`config.mk`:
```
export PLATFORM = sky130hd
export DESIGN_NAME = decoder_10b_8b
export DESIGN_NICKNAME = d
export VERILOG_FILES = /design/src/rtl/enc_8b10b_pkg.sv /design/src/rtl/dec_lock_fsm.sv /design/src/rtl/decoder_10b_8b.sv
export SDC_FILE = /design/constraint.sdc
export NUM_CORES = 1
export LEC_CHECK = 0
export BUFFER_PORTS_ARGS = -buffer_cell sky130_fd_sc_hd__buf_4
export CAP_MARGIN = 20
export CORE_ASPECT_RATIO = 0.6
export CORE_MARGIN = 4
export CORE_UTILIZATION = 55
export DETAILED_ROUTE_END_ITERATION = 8
export GPL_TIMING_DRIVEN = 0
export PLACE_DENSITY = 0.91
export REMOVE_ABC_BUFFERS = 1
export SLEW_MARGIN = 10
export SYNTH_ARGS = -nofsm -noshare
export SYNTH_HDL_FRONTEND = slang
export SYNTH_SLANG_ARGS = --single-unit
```
`constraint.sdc`:
```
create_clock -name clk -period 4.3 [get_ports clk]
set_input_delay 0.86 -clock clk [delete_from_list [all_inputs] [get_ports clk]]
set_output_delay 0.86 -clock clk [all_outputs]
set_load 0.02 [all_outputs]
```
`src/rtl/enc_8b10b_pkg.sv`:
```
// Shared 8b/10b code tables, sub-block decode helpers and the receive lock-FSM state type.
// Latency: none (constants and pure functions only).
// Backpressure: not applicable.
package enc_8b10b_pkg;

   typedef enum logic {
      HUNT   = 1'b0,
      LOCKED = 1'b1
   } lock_state_t;

   // 6b sub-block code for data[4:0] = 0..31 (shared with the encoder)
   localparam logic [5:0] CODE_6B [32] = '{
      6'h18, 6'h1D, 6'h12, 6'h31, 6'h35, 6'h29, 6'h19, 6'h38,
      6'h39, 6'h25, 6'h15, 6'h34, 6'h0D, 6'h2C, 6'h1C, 6'h17,
      6'h1B, 6'h23, 6'h13, 6'h32, 6'h0B, 6'h2A, 6'h1A, 6'h3A,
      6'h33, 6'h26, 6'h16, 6'h36, 6'h0E, 6'h2E, 6'h1E, 6'h2B
   };

   // 4b sub-block code for data[7:5] = 0..7 (shared with the encoder)
   localparam logic [3:0] CODE_4B [8] = '{
      4'h4, 4'h9, 4'h5, 4'h3, 4'h2, 4'hA, 4'h6, 4'h1
   };

   // Inverse 6b lookup: {legal, data[4:0]}; value is 0 when the code is not in the table
   function automatic logic [5:0] decode_6b(input logic [5:0] code);
      logic [5:0] res;
      res = '0;
      for (int i = 0; i < 32; i++) begin
         if (CODE_6B[i] == code) begin
            res = {1'b1, 5'(i)};
         end
      end
      return res;
   endfunction

   // Inverse 4b lookup: {legal, data[7:5]}; value is 0 when the code is not in the table
   function automatic logic [3:0] decode_4b(input logic [3:0] code);
      logic [3:0] res;
      res = '0;
      for (int i = 0; i < 8; i++) begin
         if (CODE_4B[i] == code) begin
            res = {1'b1, 3'(i)};
         end
      end
      return res;
   endfunction

endpackage

```
`src/rtl/dec_lock_fsm.sv`:
```
// Link lock tracker: HUNT until LOCK_CNT consecutive legal symbols, drop after ERR_MAX errors while LOCKED.
// Latency: locked updates on the edge that samples the deciding symbol (aligned with its decoded output).
// Backpressure: none; the FSM only advances on cycles where sym_vld is high.
module dec_lock_fsm
   import enc_8b10b_pkg::*;
#(
   parameter int LOCK_CNT = 4,
   parameter int ERR_MAX  = 3
) (
   input  logic clk,
   input  logic rst_n,
   input  logic sym_vld,
   input  logic sym_legal,
   output logic locked
);

   localparam int GOOD_W = $clog2(LOCK_CNT + 1);
   localparam int BAD_W  = $clog2(ERR_MAX + 1);

   lock_state_t       state_q, state_d;
   logic [GOOD_W-1:0] good_cnt_q, good_cnt_d, good_inc;
   logic [BAD_W-1:0]  bad_cnt_q, bad_cnt_d, bad_inc;

   // State and run-length counters, cleared asynchronously
   always_ff @(posedge clk or negedge rst_n) begin
      if (!rst_n) begin
         state_q    <= HUNT;
         good_cnt_q <= '0;
         bad_cnt_q  <= '0;
      end else begin
         state_q    <= state_d;
         good_cnt_q <= good_cnt_d;
         bad_cnt_q  <= bad_cnt_d;
      end
   end

   // Next-state: idle cycles hold everything; a full run of legal symbols also forgives past errors
   always_comb begin
      state_d    = state_q;
      good_cnt_d = good_cnt_q;
      bad_cnt_d  = bad_cnt_q;
      good_inc   = good_cnt_q + GOOD_W'(1);
      bad_inc    = bad_cnt_q + BAD_W'(1);
      if (sym_vld) begin
         case (state_q)
            HUNT: begin
               if (sym_legal) begin
                  if (good_inc == GOOD_W'(LOCK_CNT)) begin
                     state_d    = LOCKED;
                     good_cnt_d = '0;
                     bad_cnt_d  = '0;
                  end else begin
                     good_cnt_d = good_inc;
                  end
               end else begin
                  good_cnt_d = '0;
               end
            end
            LOCKED: begin
               if (sym_legal) begin
                  if (good_inc == GOOD_W'(LOCK_CNT)) begin
                     good_cnt_d = '0;
                     bad_cnt_d  = '0;
                  end else begin
                     good_cnt_d = good_inc;
                  end
               end else begin
                  good_cnt_d = '0;
                  if (bad_inc == BAD_W'(ERR_MAX)) begin
                     state_d   = HUNT;
                     bad_cnt_d = '0;
                  end else begin
                     bad_cnt_d = bad_inc;
                  end
               end
            end
            default: begin
               state_d    = HUNT;
               good_cnt_d = '0;
               bad_cnt_d  = '0;
            end
         endcase
      end
   end

   assign locked = (state_q == LOCKED);

endmodule

```
`src/rtl/decoder_10b_8b.sv`:
```
// 10b->8b symbol decoder with illegal-symbol flag, lock tracking and saturating error count (DEC_ERR_CNT_EN).
// Latency: one cycle; a symbol sampled with des_en=1 yields out_valid on the following cycle.
// Backpressure: none; one symbol per cycle accepted, outputs hold their last value while des_en=0.
module decoder_10b_8b
   import enc_8b10b_pkg::*;
#(
   parameter int LOCK_CNT  = 4,
   parameter int ERR_MAX   = 3,
   parameter int ERR_CNT_W = 16
) (
   input  logic                 clk,
   input  logic                 rst_n,
   input  logic [9:0]           data_10b_in,
   input  logic                 des_en,
   output logic [7:0]           data_8b_out,
   output logic                 out_valid,
   output logic                 code_err,
   output logic                 locked,
   output logic [ERR_CNT_W-1:0] err_cnt
);

   logic [5:0] dec_6b;
   logic [3:0] dec_4b;
   logic       sym_legal;
   logic [7:0] sym_byte;

   // Table lookup of both sub-blocks; an illegal symbol decodes to 0x00
   always_comb begin
      dec_6b    = decode_6b(data_10b_in[5:0]);
      dec_4b    = decode_4b(data_10b_in[9:6]);
      sym_legal = dec_6b[5] & dec_4b[3];
      sym_byte  = sym_legal ? {dec_4b[2:0], dec_6b[4:0]} : 8'h00;
   end

   // Output register: pulse valid per accepted symbol, hold data and flag between symbols
   always_ff @(posedge clk or negedge rst_n) begin
      if (!rst_n) begin
         data_8b_out <= 8'h00;
         out_valid   <= 1'b0;
         code_err    <= 1'b0;
      end else begin
         out_valid <= des_en;
         if (des_en) begin
            data_8b_out <= sym_byte;
            code_err    <= ~sym_legal;
         end
      end
   end

`ifdef DEC_ERR_CNT_EN
   logic [ERR_CNT_W-1:0] err_cnt_q;

   // Count illegal accepted symbols in any lock state, sticking at all-ones
   always_ff @(posedge clk or negedge rst_n) begin
      if (!rst_n) begin
         err_cnt_q <= '0;
      end else if (des_en && !sym_legal && (err_cnt_q != '1)) begin
         err_cnt_q <= err_cnt_q + ERR_CNT_W'(1);
      end
   end

   assign err_cnt = err_cnt_q;
`else
   assign err_cnt = '0;
`endif

   dec_lock_fsm #(
      .LOCK_CNT (LOCK_CNT),
      .ERR_MAX  (ERR_MAX)
   ) u_lock_fsm (
      .clk       (clk),
      .rst_n     (rst_n),
      .sym_vld   (des_en),
      .sym_legal (sym_legal),
      .locked    (locked)
   );

endmodule
```
Word level (Yosys, flattened, before mapping)
Cells that the tools add are included.

Register bits after elaboration: 16. Input bits: 13. Output and inout port bits: 27. Word-level logic and storage cells: 108.

Add/subtract/negate cells: 2. Equal/unequal tests: 43. Multiplexer cells: 53. Bitwise logic cells: 3. Reduce and logical (&&, ||, !) cells: 1.

Operators with widths (count): two-way mux 6 bit (32); == test 6 bit (first input constant) (17); == test 5 x 6 -> 1 bit (first input constant) (12); two-way mux 4 bit (8); == test 4 x 6 -> 1 bit (first input constant) (3); == test 3 x 4 -> 1 bit (first input constant) (3); == test 2 x 4 -> 1 bit (first input constant) (2); == test 4 bit (first input constant) (2); two-way mux 2 bit (4); two-way mux 8 bit (1); two-way mux 3 bit (2); == test 1 x 4 -> 1 bit (first input constant) (1); two-way mux 1 bit (4); case mux 2 bit (2 select lines) (1); adder 3 x 1 -> 3 bit (second input constant) (1); == test 3 bit (second input constant) (1); adder 2 x 1 -> 2 bit (second input constant) (1); == test 2 bit (second input constant) (1); inequality test 2 bit (second input constant) (1); NOT 1 bit (2); case mux 1 bit (2 select lines) (1); AND reduction 2 bit (1); AND 1 bit (1).

Depth between registers and ports, before layout
Gate-level depths: netlist of the first run.

Depth in word-level cells: 36. Mapped depth: 8. Gate-level depth less buffers: 5.

Cells and area by module
From an unflattened synthesis of the first run, not the netlist that was laid out.

Cell total of the unflattened synthesis: 164. Area total of the unflattened synthesis: 1431.4 um^2.

By module, submodules not included: decoder_10b_8b (instances 1, cells an instance 135, area each 1127.3 um^2, seq. area each 250.2 um^2); dec_lock_fsm (instances 1, cells an instance 29, area each 304.0 um^2, seq. area each 150.1 um^2).

Least setup slack after synthesis of the first run
OpenSTA, ideal clock, no wires.

Path type: input to register. Start: input data_10b_in[5]. End: register u_lock_fsm.good_cnt_q[2]. Setup time: 0.103 ns. Arrival time: 2.185 ns. Data required time: 4.197 ns. Setup slack: 2.011 ns. Stages on the path: 6. Path buffers: 1. Path through: buf_2 > o221ai_2 > o2bb2ai_1 > or4b_4 > or2_4 > o41ai_2.

Longest elaborated chain between the ends: 35. Elaborated cells on any way between the ends: 66. Classes of those cells: 32 x eq/ne; 33 x mux; 1 x bitwise.

RTL lines: from (decl) (line decoder_10b_8b.sv:13) `input logic [9:0] data_10b_in,`; == test 5 x 6 -> 1 bit (line enc_8b10b_pkg.sv:29) `if (CODE_6B[i] == code) begin`; two-way mux 6 bit (31 in series) (line enc_8b10b_pkg.sv:29); two-way mux 6 bit (*) (line enc_8b10b_pkg.sv:29); AND 1 bit (*) (line decoder_10b_8b.sv:31) `sym_legal = dec_6b[5] & dec_4b[3];`; two-way mux 3 bit (*) (line dec_lock_fsm.sv:47, dec_lock_fsm.sv:60); to (signal assigned) (line dec_lock_fsm.sv:32) `good_cnt_q <= good_cnt_d;`; to (decl) (line dec_lock_fsm.sv:21) `logic [GOOD_W-1:0] good_cnt_q, good_cnt_d, good_inc;`.

Every way passes the cells marked *; elsewhere a longest branch is shown, timed or not. A chain may end at the register's enable or synchronous reset.

Worst setup path in the final report of the first run
Start: input data_10b_in[5]. End: register data_8b_out[4].

Longest elaborated chain between the ends: 35. Elaborated cells on any way between the ends: 66. Classes of those cells: 32 x eq/ne; 33 x mux; 1 x bitwise.

RTL lines: == test 5 x 6 -> 1 bit (line enc_8b10b_pkg.sv:29); two-way mux 6 bit (31 in series) (line enc_8b10b_pkg.sv:29); two-way mux 6 bit (*) (line enc_8b10b_pkg.sv:29); AND 1 bit (line decoder_10b_8b.sv:31); two-way mux 8 bit (*) (line decoder_10b_8b.sv:32) `sym_byte = sym_legal ? {dec_4b[2:0], dec_6b[4:0]} : 8'h00;`; to (signal assigned) (line decoder_10b_8b.sv:44) `data_8b_out <= sym_byte;`; to (decl) (line decoder_10b_8b.sv:15) `output logic [7:0] data_8b_out,`.

Marked as above.

==> flow_summary_export.csv, run 1 <==
group,metric,value,unit
pwr,leakagePower,0.701,nW
detailed_routing,vias,1306,
grt,grtUsageTotal,0.187,
pwr,pwr-share-clk,0.305,
pwr,ir_worst_vdd,0.145,mV
floorplanning,boundaryPins,40,
detailed_routing,met1_length,1530,µm
setup_path,worstReg2RegStart,"u_lock_fsm.good_cnt_q[0]",
sta,post-route-period-util,0.573,
synthesis,netlist_area,1460,µm²
setup_path,crit_fanout,27,
synthesis,ys.flop_type,"dfrtp_1",
sta,rsz0062_at_grt,"false",
detailed_routing,first_iter_violations,136,
setup_path,r2r_setup_slack,2.82,ns
synthesis,ys_seq_area_frac,0.274,
setup_path,endpoint_kind,"flop",
sta,clock_skew,0.00225,ns
synthesis,ys_async_sr_fraction,1.00,
floorplanning,core_area,2520,µm²
synthesis,yosysTopAreaCell,"dfrtp_1",
detailed_routing,highest_layer,"met4",
clocking,clk_pin_slew,0.07,ns
setup_path,path_class,"input port to flop",
detailed_routing,drc,0,
grt,grt_pass1_wl,5160,µm
final_layout,diodes,0,
sta,period_needed,2.46,ns
pwr,internal_power,0.294,mW
synthesis,yosysMostFrequentCell,"buf_4",
synthesis,synth_common_cells,"buf_4 (18), nand2_1 (17), dfrtp_1 (16), buf_2 (9), o21ai_0 (8)",
grt,grt_pass1_vias,1158,
sta,tns,0,ns
pwr,power_density,281,nW/µm²
grt,gr-total-overflow,0,
floorplanning,die_y,48.0,µm
detailed_routing,wl_met3,219,µm
sta,hold_slack,0.454,ns
synthesis,synth_area_per_cell,8.37,µm²
clocking,h-tree-depth,1,
floorplanning,rows,14,
clocking,cts_root_buf,"clkbuf_8",
min_path,hp-class,"input port to asynchronous set/reset pin",
grt,grt_max_degree,28,
sta,hold_viol,0,
synthesis,yosys.cell_types.count,51,
detailed_routing,wl_met2,1570,µm
detailed_routing,via_per_inst,6.05,
setup_path,worstPathArrival,2.65,ns
outcome,outcome,"finished clean",
clocking,hold_buffers,0,
detailed_routing,wl,3360,µm
detailed_routing,ant_nets,0,
pwr,combPwrFrac,0.304,
place,hpwl,2410,µm
setup_path,critPathRequiredTime,4.49,ns
final_layout,finish.net_count,200,
clocking,post_cts_buffers,0,
sta,final-setup-viol-count,0,
synthesis,yosysWarnings,0,
clocking,numCtsBuffers,3,
place,portBuffers,23,
setup_path,cp-start-kind,"input port",
pwr,sequentialPowerShare,0.391,
sta,slew_viol_final,0,
floorplanning,dieArea,3580,µm²
clocking,clk_latency,0.25,ns
floorplanning,start_util,0.580,
floorplanning,die_width,74.6,µm
setup_path,reg2reg_depth,5,
grt,grt_antenna_before_repair,0,
pwr,switchingPower,0.151,mW
detailed_routing,wire_per_inst,15.5,µm
final_layout,area_growth_syn_to_layout,8.29,%
place,gp_congestion,0.813,
clocking,ctsResizeCount,0,
synthesis,synth_area_leaders,"dfrtp_1 (27%), buf_4 (9.2%), nand2_1 (4.4%)",
clocking,cts_tree,"yes",
setup_path,r2r_end,"u_lock_fsm.bad_cnt_q[0]",
synthesis,synth_seq_cells,16,
sta,fmax,0.406,GHz
synthesis,synth_top_area_frac,0.274,
synthesis,synth_edf_count,0,
clocking,ctsLongestPathBuffers,2,
clocking,clock-sinks,16,
final_layout,drive_gt1_frac,0.201,
synthesis,synth_cells,175,
pwr,sw_frac_of_total,0.339,
flow_run,max-cap-violations,0,
detailed_routing,drt-pass1-iter-count,4,
power groups by stage:
stage / Sequential, mW / Combinational, mW / Clock, mW
3_5_place_dp: 0.176 / 0.135 / 0
2_1_floorplan: 0.183 / 0.0709 / 0
4_1_cts: 0.174 / 0.135 / 0.138
6_report: 0.174 / 0.135 / 0.136
5_1_grt: 0.175 / 0.148 / 0.143
3_3_place_gp: 0.175 / 0.127 / 0
flip-flops by register name, summed over array words and instances (netlist names):
register and count:
code_err 1, data_8b_out 8, out_valid 1, u_lock_fsm.bad_cnt_q 2, u_lock_fsm.good_cnt_q 3, u_lock_fsm.locked 1
critical path, stage by stage:
cell	delay [ns]
buf_4	0.25
o221ai_2	0.14
o2bb2ai_1	0.15
or4b_4	0.63
a2111oi_0	0.38
mux2_2	0.23
stage by stage:
step,util,std cells,setup slack [ns],instance area [µm²],power [mW]
after detailed placement,0.607,212,1.59,1530,0.311
final,0.628,216,1.84,1590,0.445
after floorplan,-,157,2.01,1320,0.253
after global routing,0.628,216,1.74,1590,0.466
after global placement,0.607,212,1.73,1530,0.302
after CTS,0.628,216,1.84,1590,0.446
placed cells by master, fill, tap and decap left out, types with 5 or more instances in the layout:
| master | count |
|---|---|
| inv_1 | 6 |
| dfrtp_1 | 16 |
| o21ai_0 | 8 |
| nor2_1 | 5 |
| nand2_1 | 17 |
| a21oi_1 | 6 |
| buf_4 | 23 |
| nor3_1 | 5 |
| conb_1 | 16 |
| xor2_1 | 6 |
| o2bb2ai_1 | 5 |
how the worst max path moves through the flow:
stage | from | endpoint | slack, ns | cells after the start
after floorplan | data_10b_in[9] | u_lock_fsm.good_cnt_q[2] | 2.01 | 5
after global placement | data_10b_in[5] | u_lock_fsm.good_cnt_q[2] | 1.73 | 6
after detailed placement | data_10b_in[5] | data_8b_out[4] | 1.59 | 6
after CTS | data_10b_in[5] | data_8b_out[4] | 1.84 | 6
after global routing | data_10b_in[5] | data_8b_out[4] | 1.74 | 6
final | data_10b_in[5] | data_8b_out[4] | 1.84 | 6
per-layer routing:
metal | vias to the layer above | global-route usage
met2 | 51 | 0.309
met1 | 614 | 0.249
met3 | 5 | 0.0356
met4 | 0 | 0.0674
li1 | 636 | -
met5 | - | 0
cell families after synthesis:
| group | count (synthesis) | share of synthesized area |
|---|---|---|
| and+or+nand+nor | 48 | 0.173 |
| AOI/OAI and AO/OA | 58 | 0.315 |
| DFF | 16 | 0.274 |
| buffers and inverters | 40 | 0.156 |
| other | 1 | 0.00256 |
| muxes | 2 | 0.0154 |
| adders and majority gates | 2 | 0.0171 |
| xor gates and xnor gates | 8 | 0.0479 |
area by class of cell:
class                   count  area, µm²
clock buffers               4       55.1
fillers                   219        937
inverters                   7       26.3
multi-input cells         134        891
flip-flops and latches     16        400
well taps                  32       40.0
repair buffers             23        173
Power figures use the tool's default switching activity.
==> run 2, diff against run 1 <==
CORE_UTILIZATION = 47   (was 55)
PLACE_DENSITY = 0.84   (was 0.91)
clock period = 2.17 ns   (was 4.3 ns; I/O delays follow)
==> run 2 against run 1 <==
  * Die area is 15% higher
  * First-iteration DRC count down 49%
  * Sequential power increased by 98%
  * Count of clock-buffer cells in the layout did not move
  * Clock skew fell by 0.0013 ns
  * Non-clock buffer count is the same
  * Routed wire length down 4.4%
  * Hold slack worse by 0.42 ns
  * Worst setup slack got worse by 1.7 ns
  * Critical path type unchanged
  * Critical endpoint unchanged
  * Largest cell class unchanged
  * Largest power group unchanged
==> flow_summary_export.csv, run 2 (synthesis gave the netlist of run 1 again) <==
group,metric,value,unit
place,gp_congestion,0.802,
flow_run,max-cap-violations,0,
sta,fmax,0.504,GHz
clocking,clock-sinks,16,
clocking,clk_pin_slew,0.06,ns
setup_path,path_class,"input port to flop",
detailed_routing,vias,1281,
clocking,cts_tree,"yes",
clocking,clk_latency,0.25,ns
clocking,ctsResizeCount,0,
setup_path,cp-start-kind,"input port",
detailed_routing,wire_per_inst,14.2,µm
sta,final-setup-viol-count,0,
sta,post-route-period-util,0.914,
setup_path,crit_fanout,27,
final_layout,layout_common_cells,"buf_4 (23), nand2_1 (17), conb_1 (16), dfrtp_1 (16), o21ai_0 (8)",
sta,setup_ws,0.187,ns
clocking,h-tree-depth,1,
final_layout,area_growth_syn_to_layout,9.15,%
setup_path,critPathRequiredTime,2.36,ns
place,portBuffers,23,
setup_path,worstPathArrival,2.17,ns
place,dpl.cell_count,222,
detailed_routing,ant_nets,0,
grt,grt_antenna_before_repair,0,
final_layout,finish.net_count,200,
grt,grt_pass1_wl,5290,µm
clocking,ctsLongestPathBuffers,2,
floorplanning,core_area,2930,µm²
floorplanning,die_y,51.2,µm
floorplanning,die_width,80.1,µm
grt,grtUsageTotal,0.160,
clocking,cts_root_buf,"clkbuf_8",
min_path,hp-class,"input port to asynchronous set/reset pin",
clocking,post_cts_buffers,0,
final_layout,drive_gt1_frac,0.201,
sta,hold_viol,0,
setup_path,worstReg2RegStart,"u_lock_fsm.good_cnt_q[0]",
place,hpwl,2240,µm
final_layout,reg_top3,"data_8b_out x8, u_lock_fsm.good_cnt_q x3, u_lock_fsm.bad_cnt_q x2",
floorplanning,rows,15,
grt,grt_pass1_vias,1176,
floorplanning,dieArea,4100,µm²
detailed_routing,drt-pass1-iter-count,4,
place,place_area,1540,µm²
detailed_routing,wl,3210,µm
outcome,outcome,"finished clean",
detailed_routing,via_per_inst,5.67,
final_layout,top_register,"data_8b_out",
final_layout,largest_register_ffs,8,
clocking,hold_buffers,0,
setup_path,endpoint_kind,"flop",
setup_path,r2r_setup_slack,0.69,ns
floorplanning,start_util,0.500,
sta,period_needed,1.98,ns
clocking,numCtsBuffers,3,
floorplanning,boundaryPins,40,
pwr,leakagePower,0.701,nW
final_layout,diodes,0,
grt,gr-total-overflow,0,
final_layout,fin_cells,226,
sta,clock_skew,0.000996,ns
grt,grt_max_degree,28,
detailed_routing,first_iter_violations,70,
final_layout,final_common_cell,"buf_4",
place,place_ws,-0.0718,ns
sta,slew_viol_final,0,
final_layout,stdcell_area,1600,µm²
pwr,power_density,546,nW/µm²
sta,rsz0062_at_grt,"false",
pwr,ir_worst_vdd,0.362,mV
detailed_routing,drc,0,
setup_path,reg2reg_depth,5,
setup_path,r2r_end,"u_lock_fsm.bad_cnt_q[0]",
pwr,finalPower,0.872,mW
[run 2: power breakdown]
group	switching (mW)	leakage [nW]	internal (mW)
logic	0.168	0.467	0.0976
clock network	0.102	0.0288	0.161
registers	0.0194	0.206	0.324
total	0.289	0.701	0.583
[run 2: cell type report]
class                           count  area (µm²)
Tap cell                           42        52.6
Timing Repair Buffer               23         173
Fill cell                         291        1330
Inverter                            7        26.3
Sequential cell                    16         400
Multi-Input combinational cell    134         891
Clock buffer                        4        55.1
[run 2: worst max path at each step]
stage	start	endpoint	slack (ns)	depth (start not counted)
final	data_10b_in[5]	data_8b_out[4]	0.19	6
after global routing	data_10b_in[5]	data_8b_out[4]	0.04	6
after CTS	data_10b_in[5]	data_8b_out[4]	0.19	6
after detailed placement	data_10b_in[5]	data_8b_out[4]	-0.07	6
after global placement	data_10b_in[5]	u_lock_fsm.good_cnt_q[2]	0.0005	6
after floorplan	data_10b_in[9]	u_lock_fsm.good_cnt_q[2]	0.30	5
[run 2: critical path, stage by stage]
cell and delay, ns:
buf_4 0.25, o221ai_2 0.13, o2bb2ai_1 0.14, or4b_4 0.63, a2111oi_0 0.34, mux2_2 0.23
[run 2: layer usage]
| metal | vias to the layer above | wire [µm] | global-route usage |
|---|---|---|---|
| li1 | 634 | - | - |
| met1 | 605 | 1650 | 0.224 |
| met2 | 38 | 1350 | 0.239 |
| met3 | 4 | 190 | 0.0493 |
| met4 | 0 | 25 | 0.0393 |
| met5 | - | 0 | 0 |
[run 2: stage by stage]
| stage | TNS [ns] | hold WS [ns] | utilization |
|---|---|---|---|
| detailed placement | -0.0849 | 0.304 | 0.527 |
| floorplan | 0 | 0.138 | - |
| global route | 0 | 0.0346 | 0.546 |
| finish | 0 | 0.0328 | 0.546 |
| global placement | 0 | 0.299 | 0.527 |
| CTS | 0 | 0.0319 | 0.546 |
==> run 3, diff against run 2 <==
CORE_ASPECT_RATIO = not set   (was 0.6)
SYNTH_HIERARCHICAL = 1   (was not set)
==> run 3 against run 2 <==
  * Clock skew hardly changed
  * Largest cell class unchanged
  * Global-route usage is 0.12 points higher
  * Worst setup slack worse by 0.020 ns
  * Design area fell by 2.6%
  * Critical path type unchanged
  * Core utilization increased by 0.45 points
  * Non-clock buffer count up 1
  * Highest routed layer unchanged
==> flow_summary_export.csv, run 3 <==
group,metric,value,unit
final_layout,area_growth_syn_to_layout,8.74,%
synthesis,synth-simple-area-share,0.179,
final_layout,reg_top3,"data_8b_out x8, u_lock_fsm/good_cnt_q x3, u_lock_fsm/bad_cnt_q x2",
sta,hold_slack,0.354,ns
pwr,leakagePower,0.686,nW
synthesis,synth_top_family_by_area,"compound AO/OA/AOI/OAI gates",
setup_path,crit_fanout,20,
synthesis,yosysTopAreaCell,"dfrtp_1",
sta,setup_ws,0.166,ns
detailed_routing,drc,0,
synthesis,synth-compound-area-share,0.287,
min_path,hp-class,"input port to flop",
synthesis,ys_async_sr_fraction,1.00,
synthesis,synth_area_leaders,"dfrtp_1 (28%), buf_4 (9.4%), o21ai_0 (3.8%)",
setup_path,path_class,"input port to flop",
sta,fmax,0.499,GHz
clocking,clk_pin_slew,0.09,ns
final_layout,largest_register_ffs,8,
floorplanning,dieArea,3990,µm²
sta,hold_viol,0,
sta,post-route-period-util,0.923,
final_layout,final_common_cell,"buf_4",
grt,grt_pass1_wl,5310,µm
setup_path,reg2reg_depth,4,
grt,gr-total-overflow,0,
pwr,finalPower,0.772,mW
synthesis,synth_seq_cells,16,
floorplanning,core_area,2830,µm²
setup_path,worstPathArrival,2.19,ns
final_layout,top_register,"data_8b_out",
sta,rsz0062_at_grt,"false",
synthesis,synth_edf_count,0,
sta,clock_skew,0.00139,ns
synthesis,synth_area_per_cell,8.73,µm²
synthesis,synthAdderAreaFrac,0.0472,
clocking,numCtsBuffers,3,
setup_path,r2r_setup_slack,0.79,ns
detailed_routing,wl,3130,µm
pwr,power_density,496,nW/µm²
pwr,ir_worst_vdd,0.392,mV
sta,final-setup-viol-count,0,
floorplanning,rows,19,
floorplanning,start_util,0.506,
place,place_ws,-0.159,ns
setup_path,cp-start-kind,"input port",
flow_run,max-cap-violations,0,
synthesis,synth_mux_area_frac,0.0149,
synthesis,netlist_area,1430,µm²
synthesis,yosysWarnings,6,
detailed_routing,via_per_inst,6.06,
clocking,h-tree-depth,1,
outcome,outcome,"finished clean",
place,gp_congestion,0.746,
min_path,min_delay_path_depth,1,
synthesis,synth_top_area_frac,0.280,
sta,slew_viol_final,0,
final_layout,layout_common_cells,"buf_4 (23), conb_1 (16), dfrtp_1 (16), nand2_1 (14), o21ai_0 (11)",
clocking,clk_latency,0.29,ns
floorplanning,boundaryPins,40,
grt,grtUsageTotal,0.161,
synthesis,yosysMostFrequentCell,"buf_4",
synthesis,yosys.cell_types.count,56,
detailed_routing,drt-pass1-iter-count,5,
place,hpwl,2290,µm
detailed_routing,vias,1273,
final_layout,diodes,0,
detailed_routing,wire_per_inst,14.9,µm
clocking,cts_root_buf,"clkbuf_4",
setup_path,critPathRequiredTime,2.36,ns
clocking,ctsLongestPathBuffers,2,
detailed_routing,first_iter_violations,139,
clocking,cts_tree,"yes",
synthesis,yosys.area_share.xor_xnor,0.0306,
final_layout,finish.net_count,195,
clocking,post_cts_buffers,0,
final_layout,final_util,0.550,
place,portBuffers,23,
synthesis,ys_seq_area_frac,0.280,
detailed_routing,ant_nets,0,
setup_path,endpoint_kind,"flop",
clocking,clock-sinks,16,
synthesis,synth_cells,164,
final_layout,drive_gt1_frac,0.223,
grt,grt_antenna_before_repair,0,
grt,grt_pass1_vias,1165,
synthesis,ys.flop_type,"dfrtp_1",
floorplanning,die_y,63.2,µm
grt,grt_max_degree,26,
floorplanning,die_width,63.2,µm
sta,period_needed,2.00,ns
synthesis,synth_common_cells,"buf_4 (18), dfrtp_1 (16), nand2_1 (14), o21ai_0 (11), a21oi_1 (6)",
run 3: repair_timing:
action	in CTS	in global routing
hold buffers	1	0
gates resized for setup	0	1
endpoints found under the setup margin	0	1
hold endpoints to repair	16	0
run 3: worst paths after layout:
check                                           endpoint                      from
worst max-delay path                   u_lock_fsm/locked            data_10b_in[2]
worst min-delay path                           out_valid                    des_en
worst max register to register   u_lock_fsm/bad_cnt_q[0]  u_lock_fsm/good_cnt_q[0]
worst min register to register                  code_err                  code_err
max in group asynchronous                 data_8b_out[0]                     rst_n
min in group asynchronous       u_lock_fsm/good_cnt_q[1]                     rst_n
run 3: cell families (layout without fill, tap and decap cells):
| logic type | count (synthesis) | after routing |
|---|---|---|
| other | 1 | 16 |
| adder cells (fa/ha/maj) | 6 | 6 |
| AO/OA/AOI/OAI | 52 | 52 |
| multiplexers | 2 | 2 |
| XOR/XNOR | 5 | 5 |
| buffers and inverters | 37 | 37 |
| AND/OR/NAND/NOR | 45 | 45 |
| flip-flops | 16 | 16 |
run 3: routing by layer:
layer  track usage  vias to the layer above  wire [µm]
li1              -                      611          -
met1         0.205                      611       1330
met2         0.278                       44       1570
met3        0.0160                        7        178
met4        0.0647                        0         57
met5             0                        -          0
run 3: critical path, stage by stage:
cell and delay, ns:
buf_4 0.18, maj3_1 0.36, o221a_1 0.24, nand3_2 0.15
inv_2 0.10, or4b_1 0.53, a21o_1 0.19
run 3: layout make-up:
cell class	count	area, µm²
sequential	16	400
fill	265	1270
multi-input combinational	126	865
clock buffer	4	36.3
inverter	9	33.8
tap	31	38.8
timing repair buffer	24	183
run 3: through the flow:
stage / TNS (ns) / instances / instance area (µm²)
2_1_floorplan: 0 / 151 / 1290
3_3_place_gp: -0.224 / 205 / 1510
3_5_place_dp: -0.406 / 205 / 1510
4_1_cts: 0 / 210 / 1550
5_1_grt: 0 / 210 / 1560
6_report: 0 / 210 / 1560
run 3: power by group:
| part | total (mW) | leakage [nW] | internal, mW | switching [mW] |
|---|---|---|---|---|
| Clock | 0.192 | 0.0210 | 0.102 | 0.0900 |
| Combinational | 0.247 | 0.451 | 0.0912 | 0.156 |
| Sequential | 0.332 | 0.214 | 0.318 | 0.0143 |
